==> config.mk <==
export PLATFORM = sky130hd
export DESIGN_NAME = cordic_rot_sched
export DESIGN_NICKNAME = d
export VERILOG_FILES = /design/src/rtl/cordic_rot_sched.sv
export SDC_FILE = /design/constraint.sdc
export NUM_CORES = 1
export LEC_CHECK = 0
export CORE_UTILIZATION = 49
export CTS_CLUSTER_SIZE = 16
export DETAILED_ROUTE_END_ITERATION = 10
export PLACE_DENSITY_LB_ADDON = 0.15
export SLEW_MARGIN = 0
export SYNTH_ARGS = -nofsm -noshare
export SYNTH_HDL_FRONTEND = slang
export SYNTH_SLANG_ARGS = --single-unit
==> constraint.sdc <==
create_clock -name clk -period 3.6 [get_ports clk]
set_input_delay 0.36 -clock clk [delete_from_list [all_inputs] [get_ports clk]]
set_output_delay 0.36 -clock clk [all_outputs]
set_load 0.005 [all_outputs]
==> src/rtl/cordic_rot_sched.sv <==
// cordic_rot_sched: two-requester front end for a shared, non-stallable
// pipelined CORDIC rotation core. Incoming angles are folded into +/-90 deg,
// one operation issues per cycle under round-robin arbitration, and results
// return to per-requester FWFT FIFOs. Credits bound the in-flight work so that
// no FIFO can ever overflow.
module cordic_rot_sched #(
  parameter int N        = 16,
  parameter int CORE_LAT = 16,
  parameter int DEPTH    = 4,
  parameter int ANG_HALF = 18000,
  parameter int ANG_QTR  = 9000
) (
  input  logic                clk,
  input  logic                rst,

  input  logic                req0_valid,
  output logic                req0_ready,
  input  logic signed [N-1:0] req0_x,
  input  logic signed [N-1:0] req0_y,
  input  logic signed [N-1:0] req0_angle,

  input  logic                req1_valid,
  output logic                req1_ready,
  input  logic signed [N-1:0] req1_x,
  input  logic signed [N-1:0] req1_y,
  input  logic signed [N-1:0] req1_angle,

  output logic                rsp0_valid,
  input  logic                rsp0_ready,
  output logic signed [N-1:0] rsp0_x,
  output logic signed [N-1:0] rsp0_y,

  output logic                rsp1_valid,
  input  logic                rsp1_ready,
  output logic signed [N-1:0] rsp1_x,
  output logic signed [N-1:0] rsp1_y,

  output logic signed [N-1:0] core_x,
  output logic signed [N-1:0] core_y,
  output logic signed [N-1:0] core_angle,
  input  logic signed [N-1:0] core_xr,
  input  logic signed [N-1:0] core_yr,

  output logic                busy
);

  localparam int CW = $clog2(DEPTH + 1);
  localparam int AW = $clog2(DEPTH);

  localparam logic signed [N-1:0] QTR      = N'(ANG_QTR);
  localparam logic signed [N-1:0] HALF     = N'(ANG_HALF);
  localparam logic [CW-1:0]       CRED_MAX = CW'(DEPTH);
  localparam logic [CW-1:0]       CRED_ONE = CW'(1);
  localparam logic [AW:0]         PTR_ONE  = (AW + 1)'(1);

  typedef enum logic {PREF0 = 1'b0, PREF1 = 1'b1} pref_t;

  // Two's-complement negation, clamping the most negative value.
  function automatic logic signed [N-1:0] neg_sat(input logic signed [N-1:0] v);
    logic signed [N-1:0] min_v;
    min_v = {1'b1, {(N-1){1'b0}}};
    return (v == min_v) ? ~v : -v;
  endfunction

  pref_t          pref, pref_next;
  logic [CW-1:0]  credit0, credit1;
  logic           elig0, elig1;
  logic           acc0, acc1, acc_any;
  logic           pop0, pop1;

  logic signed [N-1:0] sel_x, sel_y, sel_a;
  logic signed [N-1:0] fold_x, fold_y, fold_a;

  logic [CORE_LAT:0] tag_v;
  logic [CORE_LAT:0] tag_o;
  logic              exit_v, exit_o;
  logic [1:0]        fifo_wr;
  logic [1:0]        fifo_pop;
  logic [1:0]        fifo_valid;
  logic [1:0][N-1:0] head_x;
  logic [1:0][N-1:0] head_y;

  // Eligibility, ready and accept strobes; ready is held low while in reset.
  always_comb begin
    elig0      = req0_valid & (credit0 != '0);
    elig1      = req1_valid & (credit1 != '0);
    req0_ready = rst & (credit0 != '0) & ((pref == PREF0) | ~elig1);
    req1_ready = rst & (credit1 != '0) & ((pref == PREF1) | ~elig0);
    acc0       = req0_valid & req0_ready;
    acc1       = req1_valid & req1_ready;
    acc_any    = acc0 | acc1;
  end

  // Round-robin pointer: after a grant, prefer the other requester.
  always_comb begin
    pref_next = pref;
    if (acc0)      pref_next = PREF1;
    else if (acc1) pref_next = PREF0;
  end

  // Pointer state register.
  always_ff @(posedge clk) begin
    if (!rst) pref <= PREF0;
    else      pref <= pref_next;
  end

  // Credit counters: accept consumes, pop returns, both together cancel.
  always_ff @(posedge clk) begin
    if (!rst) begin
      credit0 <= CRED_MAX;
      credit1 <= CRED_MAX;
    end else begin
      case ({acc0, pop0})
        2'b10:   credit0 <= credit0 - CRED_ONE;
        2'b01:   credit0 <= credit0 + CRED_ONE;
        default: credit0 <= credit0;
      endcase
      case ({acc1, pop1})
        2'b10:   credit1 <= credit1 - CRED_ONE;
        2'b01:   credit1 <= credit1 + CRED_ONE;
        default: credit1 <= credit1;
      endcase
    end
  end

  // Select the granted operand and fold its angle into +/-90 deg.
  always_comb begin
    sel_x  = acc1 ? req1_x     : req0_x;
    sel_y  = acc1 ? req1_y     : req0_y;
    sel_a  = acc1 ? req1_angle : req0_angle;
    fold_x = sel_x;
    fold_y = sel_y;
    fold_a = sel_a;
    if (sel_a > QTR) begin
      fold_a = sel_a - HALF;
      fold_x = neg_sat(sel_x);
      fold_y = neg_sat(sel_y);
    end else if (sel_a < -QTR) begin
      fold_a = sel_a + HALF;
      fold_x = neg_sat(sel_x);
      fold_y = neg_sat(sel_y);
    end
  end

  // Core operand registers; they hold their value when nothing issues.
  always_ff @(posedge clk) begin
    if (!rst) begin
      core_x     <= '0;
      core_y     <= '0;
      core_angle <= '0;
    end else if (acc_any) begin
      core_x     <= fold_x;
      core_y     <= fold_y;
      core_angle <= fold_a;
    end
  end

  // Tag pipeline shadowing the core: valid plus owner per in-flight op.
  always_ff @(posedge clk) begin
    if (!rst) begin
      tag_v <= '0;
      tag_o <= '0;
    end else begin
      tag_v <= {tag_v[CORE_LAT-1:0], acc_any};
      tag_o <= {tag_o[CORE_LAT-1:0], acc1};
    end
  end

  // Route the core result leaving the last tag slot to its owner's FIFO.
  always_comb begin
    exit_v      = tag_v[CORE_LAT];
    exit_o      = tag_o[CORE_LAT];
    fifo_wr[0]  = exit_v & ~exit_o;
    fifo_wr[1]  = exit_v & exit_o;
    fifo_pop[0] = rsp0_ready & fifo_valid[0];
    fifo_pop[1] = rsp1_ready & fifo_valid[1];
    pop0        = fifo_pop[0];
    pop1        = fifo_pop[1];
  end

  for (genvar k = 0; k < 2; k++) begin : g_fifo
    logic [N-1:0] mem_x [DEPTH];
    logic [N-1:0] mem_y [DEPTH];
    logic [AW:0]  wp, rp;

    // Result storage; contents are don't-care until the pointers say otherwise.
    always_ff @(posedge clk) begin
      if (fifo_wr[k]) begin
        mem_x[wp[AW-1:0]] <= core_xr;
        mem_y[wp[AW-1:0]] <= core_yr;
      end
    end

    // Wrapping pointers with an extra lap bit to tell full from empty.
    always_ff @(posedge clk) begin
      if (!rst) begin
        wp <= '0;
        rp <= '0;
      end else begin
        if (fifo_wr[k])  wp <= wp + PTR_ONE;
        if (fifo_pop[k]) rp <= rp + PTR_ONE;
      end
    end

    assign fifo_valid[k] = (wp != rp);
    assign head_x[k]     = mem_x[rp[AW-1:0]];
    assign head_y[k]     = mem_y[rp[AW-1:0]];
  end

  assign rsp0_valid = fifo_valid[0];
  assign rsp1_valid = fifo_valid[1];
  assign rsp0_x     = head_x[0];
  assign rsp0_y     = head_y[0];
  assign rsp1_x     = head_x[1];
  assign rsp1_y     = head_y[1];

  assign busy = (|tag_v) | fifo_valid[0] | fifo_valid[1];

endmodule

### After elaboration in Yosys (flattened, before gate mapping)

Memory sizes are Yosys's and may differ from the RTL's. A register that Yosys moved wholly into a read port is not among the register bits.
Index checks and enable logic that the tools add are counted.

* latch bits: 0
* output and inout port bits: 117
* memories kept: 4
* RAM bits: 256
* register bits after elaboration: 101
* word-level logic and storage cells: 94
* bits in read-only memories: 0

Memories
* g_fifo[0].mem_x: words 4, bits a word 16, read ports 1, clocked after Yosys merged registers in 1, write ports 1, line 182 `logic [N-1:0] mem_x [DEPTH];`
* g_fifo[0].mem_y: words 4, bits a word 16, read ports 1, clocked after Yosys merged registers in 1, write ports 1, line 183 `logic [N-1:0] mem_y [DEPTH];`
* g_fifo[1].mem_x: words 4, bits a word 16, read ports 1, clocked after Yosys merged registers in 1, write ports 1, line 182
* g_fifo[1].mem_y: words 4, bits a word 16, read ports 1, clocked after Yosys merged registers in 1, write ports 1, line 183

* shift-type cells: 0
* eq/ne operators: 8
* $mul: 0
* $add $sub $neg: 12
* bitwise logic cells: 23
* order comparisons: 2
* multiplexer cells: 27
* reductions and logical operators: 6
* divide/modulo/power cells: 0

Operator list (number)
* $mux W16: 11
* $eq A16 B16 Y1 const B: 2
* $neg A16 Y16: 2
* $not A16 Y16: 2
* $add A3 B1 Y3 const B: 6
* $reduce_or A17 Y1: 1
* $add A16 B16 Y16 const B: 1
* $gt A16 B15 Y1 const B: 1
* $lt A16 B15 Y1 const B: 1
* $mux W2: 8
* $sub A16 B16 Y16 const B: 1
* $and A1 B1 Y1: 12
* $pmux W3 S2: 2
* $mux W1: 6
* $ne A3 B3 Y1: 2
* $reduce_bool A2 Y1: 3
* $reduce_bool A3 Y1: 2
* $sub A3 B1 Y3 const B: 2
* $or A1 B1 Y1: 5
* $eq A2 B1 Y1 const B: 2
* $eq A2 B2 Y1 const B: 2
* $not A1 Y1: 4

### Depth between registers and ports, before layout

* depth in word-level cells: 11
* depth in mapped cells: 18
* mapped depth without buffers: 13

### Worst setup path after synthesis

Ideal clock, no wire load.

* path type: flip-flop to flip-flop
* from: register credit1[0]
* to: register core_x[12]
* required time: 3.483 ns
* buffers on the path: 4
* slack: -0.049 ns
* clock period less this slack: 3.649 ns
* stages on the path, launching flop included: 18
* arrival time: 3.532 ns
* setup time: 0.117 ns
* cell sequence: dfxtp_1 -> o31a_1 -> o311a_1 -> buf_4 -> inv_4 -> buf_6 -> buf_4 -> mux2i_1 -> inv_1 -> ha_1 -> or2_2 -> o31ai_1 -> nand2_1 -> a32oi_4 -> and2_4 -> buf_6 -> o21ai_1 -> a22o_1

* cells in the longest elaborated chain, start to end: 9
* elaborated cells on any way between the ends: 20
* those cells by class: add/sub (1); order compare (2); eq/ne (1); mux (5); bitwise (10); reduce/logical (1)

RTL lines
* start: declaration: line 66 `logic [CW-1:0] credit0, credit1;`
* start signal: assignment: line 119 `2'b10: credit1 <= credit1 - CRED_ONE;`
* start signal: assignment: line 120 `2'b01: credit1 <= credit1 + CRED_ONE;`
* start signal: assignment: line 121 `default: credit1 <= credit1;`
* $reduce_bool A3 Y1 *: line 86, 88
* $and A1 B1 Y1 (2 in a row): line 88 `req1_ready = rst & (credit1 != '0) & ((pref == PREF1) | ~elig0);`
* $and A1 B1 Y1: line 90 `acc1 = req1_valid & req1_ready;`
* $mux W16: line 128 `sel_x = acc1 ? req1_x : req0_x;`
* $neg A16 Y16 (tied with other cells): line 62 `return (v == min_v) ? ~v : -v;`
* $mux W16: line 62
* $mux W16: line 138 `end else if (sel_a < -QTR) begin`
* $mux W16: line 134 `if (sel_a > QTR) begin`
* end signal: assignment: line 152 `core_x <= fold_x;`
* end: declaration: line 38 `output logic signed [N-1:0] core_x,`

Mark *: on every way between the ends. The rest lies on a longest branch, timed or not.
A chain may end at the register's enable or synchronous reset.

### Worst setup path in the final report

* from: register credit1[0]
* to: register core_angle[10]

* cells in the longest elaborated chain, start to end: 8
* elaborated cells on any way between the ends: 17
* those cells by class: add/sub (2); order compare (2); mux (3); bitwise (9); reduce/logical (1)

RTL lines
* $reduce_bool A3 Y1 *: line 86, 88
* $and A1 B1 Y1 (2 in a row): line 88
* $and A1 B1 Y1: line 90
* $mux W16: line 130 `sel_a = acc1 ? req1_angle : req0_angle;`
* $add A16 B16 Y16 or $lt A16 B15 Y1 (tied branches): line 139, 138
* $mux W16: line 138
* $mux W16: line 134
* end signal: assignment: line 154 `core_angle <= fold_a;`
* end: declaration: line 40 `output logic signed [N-1:0] core_angle,`

Marks and branches as above.

==> qor.txt <==
Post-synth ARST share: 0
Layout area overhead: 28.2%
Sequential Area: 0.00979 mm^2
Die Footprint: 0.0329 mm^2
largest net degree at the start of global routing: 64
initial antenna violation count: 0
number of synthesized flops with an enable pin: 256
RSZ-0062 raised after global routing: no
Synth area leaders: edfxtp_1 49%, dfxtp_1 13%, mux4_2 9.1%
Clk pin slew, worst setup/hold paths: 60 ps
Detailed Place HPWL: 24,500 um
height of the chip: 181 um
CP Capture Type: flip-flop
WL per Instance: 20.4 um
Die X: 181 um
Synth warnings: 0
post-synth cell types: 76
drt first pass iters: 5
Worst Setup Start Kind: flip-flop
Reg2Reg Depth: 16
CTS Hold Buffers Added: 0
capture point of the worst reg-to-reg path: core_angle[10]$_SDFFE_PN0P_
period utilization: 0.925
CTS Buf Count: 39
setup ws final: 272 ps
setup tns final: 0 ps
gr ovfl total: 0
post-route ant nets: 0
DR iter-0 viols: 637
design area: 0.0202 mm^2
FF+latch count, synth: 361
share of cells above drive strength 1: 0.154
r2r setup slk: 270 ps
sequential fraction of the synthesis area: 0.621
Worst R2R Start: credit1[0]$_SDFFE_PN0P_
worst hold path class: reg2reg
Via density: 5.75
Mapped Nets: 1,271
crit path launch: credit1[0]$_SDFFE_PN0P_
# fillers: 2,342
Max Root-Sink Buffers: 3
multi-input logic area: 0.00563 mm^2
number of port buffers: 250
vias in the first global route: 10,700
Main synth FF type: edfxtp_1
Ports: 251
Initial Util: 0.498
Antenna Cells: 0
# nets final: 1,559
worst clock skew: 14.0 ps
share of the synthesized area in the top cell type: 0.488
crit-path cells: o31a_1 -> o311a_2 -> inv_4 -> buf_4 -> nand2_1 -> nand2_1 -> ha_1 -> or2_2 -> o31ai_1 -> nand2_1 -> a32oi_4 -> buf_4 -> buf_4 -> o22ai_1 -> xor2_1 -> a211oi_1
Area after DPL: 0.0189 mm^2
Pleak: 7.04 nW
Final Hold Viols: 0
crit path kind: reg2reg
Max IR drop VDD: 0.299 mV
H-tree depth: 2
dpl ws: -181 ps
Avg Cell Area, Syn: 14.1 um^2
GRT Util Overall: 0.230
core footprint: 0.0316 mm^2
Max Cap Viol: 0
Worst EP required: 4030 ps
Crit Path Max Fanout: 8
global-route wire length before repair: 58,900 um
status: finished, final reports clean
critical path's largest stage delay: 420 ps
crit path max-delay cell type: a32oi_4
Data arrival, critical path: 3760 ps
drt total wl: 37,500 um
final setup vio count: 0
Tmin final: 3330 ps
slew margin rel.: 0.332
Critical Path End: core_angle[10]$_SDFFE_PN0P_
DR vias: 10,600
row count: 65
Worst Tran Pin Value: 1000 ps
drt drc: 0
root buf cell: clkbuf_16
gp weighted congestion: 0.931
Max Freq: 300 MHz
Slew Limit Fails: 0
PD cells: 477 mW/mm^2
largest area contributor in the netlist: edfxtp_1
Mapped Cells: 1,119
CTS tree: done
# clock sinks: 361
worst skew pair latency: 530 ps
synthesized cell area: 0.0158 mm^2
==> metrics by stage <==
step	std cells	hold slack (ps)	total power, mW	util
6_report	1837	428	9.64	0.639
3_3_place_gp	1766	414	5.76	0.599
5_1_grt	1837	444	9.98	0.639
2_1_floorplan	1119	412	5.17	-
4_1_cts	1835	438	9.70	0.639
3_5_place_dp	1766	421	5.77	0.599
==> power breakdown <==
part	switching, mW	internal (mW)	leakage, nW
Combinational	0.507	0.568	3.28
Clock	1.58	2.36	0.604
Sequential	0.0793	4.54	3.16
==> worst min-delay path by stage <==
stage                          from                 endpoint  slack [ps]  cells past startpoint
6_report        tag_o[7]$_SDFF_PN0_      tag_o[8]$_SDFF_PN0_         430                      1
5_1_grt         tag_o[2]$_SDFF_PN0_      tag_o[3]$_SDFF_PN0_         440                      1
4_1_cts                         rst  credit1[2]$_SDFFE_PN1P_         440                      3
3_5_place_dp   tag_o[15]$_SDFF_PN0_     tag_o[16]$_SDFF_PN0_         420                      1
3_3_place_gp    tag_o[1]$_SDFF_PN0_      tag_o[2]$_SDFF_PN0_         410                      1
2_1_floorplan   tag_o[9]$_SDFF_PN0_     tag_o[10]$_SDFF_PN0_         410                      1
==> cells in the mapped netlist, drive strengths merged (8+ instances only) <==
library cell,number
a32oi,10
mux4,64
mux2i,52
mux2,12
nand4,9
nor3,22
ha,16
nand3,41
and3,12
edfxtp,256
nor2,66
and2,40
nor4,12
xnor2,18
nand2,76
or3,19
clkbuf,28
xor2,18
dfxtp,105
buf,34
a31oi,12
inv,13
o21ai,29
a211oi,8
or4,9
a21oi,26
==> what timing repair did <==
item | 4_1_cts | 5_1_grt
gates resized for setup | 0 | 1
setup buffers | 0 | 2
setup endpoints to repair | 0 | 1
==> logic make-up after synthesis <==
group                    Yosys count  synth area share
multiplexers                     128             0.133
XOR/XNOR                          36            0.0200
adder cells (fa/ha/maj)           18            0.0152
buffers and inverters             75            0.0231
AO/OA/AOI/OAI                    162            0.0757
AND/OR/NAND/NOR                  339             0.112
flip-flops                       361             0.621
==> critical path, delay by kind of cell, from the launching register on <==
| kind | cells | cell delay [ps] |
|---|---|---|
| buffers and inverters | 4 | 490 |
| flip-flops | 1 | 410 |
| adder cells (fa/ha/maj) | 1 | 230 |
| AO/OA/AOI/OAI | 6 | 1340 |
| AND/OR/NAND/NOR | 4 | 610 |
| XOR/XNOR | 1 | 150 |
==> per-layer routing <==
metal  global-route usage  share of wire  vias to the layer above
met3               0.0433          0.065                       59
met4               0.0634          0.020                        0
met1                0.302           0.43                     5166
li1                     -              -                     4930
met5                    0              0                        -
met2                0.392           0.49                      402
==> state kept, by name, indices dropped and copies added, names as in the netlist, named ones only <==
signal and count:
g_fifo.rp 6, credit0 3, credit1 3, core_x 16, core_y 16, tag_v 17, g_fifo.mem_y 128, g_fifo.mem_x 128
tag_o 17, core_angle 16, pref 1, g_fifo.wp 6
==> layout by cell type, fill, tap and decap left out, types with 7 or more instances in the layout <==
cell type,n
edfxtp_1,256
clkdlybuf4s50_1,249
dfxtp_1,101
nand2_1,74
nor2_1,66
mux4_2,64
buf_4,55
mux2i_1,51
nand3_1,41
clkbuf_16,40
and2_1,35
a21oi_1,26
o21ai_0,24
or3_1,19
nor3_1,19
xnor2_1,18
xor2_1,18
ha_1,16
clkbuf_1,13
inv_1,12
mux2_2,12
a31oi_1,12
nor4_1,11
nand4_1,9
or4_1,9
a211oi_1,8
and3_1,8
a32oi_1,8
o211ai_1,7
nand3b_1,7
==> final cells by class <==
class | count | area share
tap | 402 | 0.0249
sequential | 361 | 0.484
inverter | 13 | 0.00254
clock inverter | 15 | 0.00984
timing repair buffer | 309 | 0.147
multi-input combinational | 683 | 0.278
clock buffer | 54 | 0.0526
(Power assumes the default switching activity.)
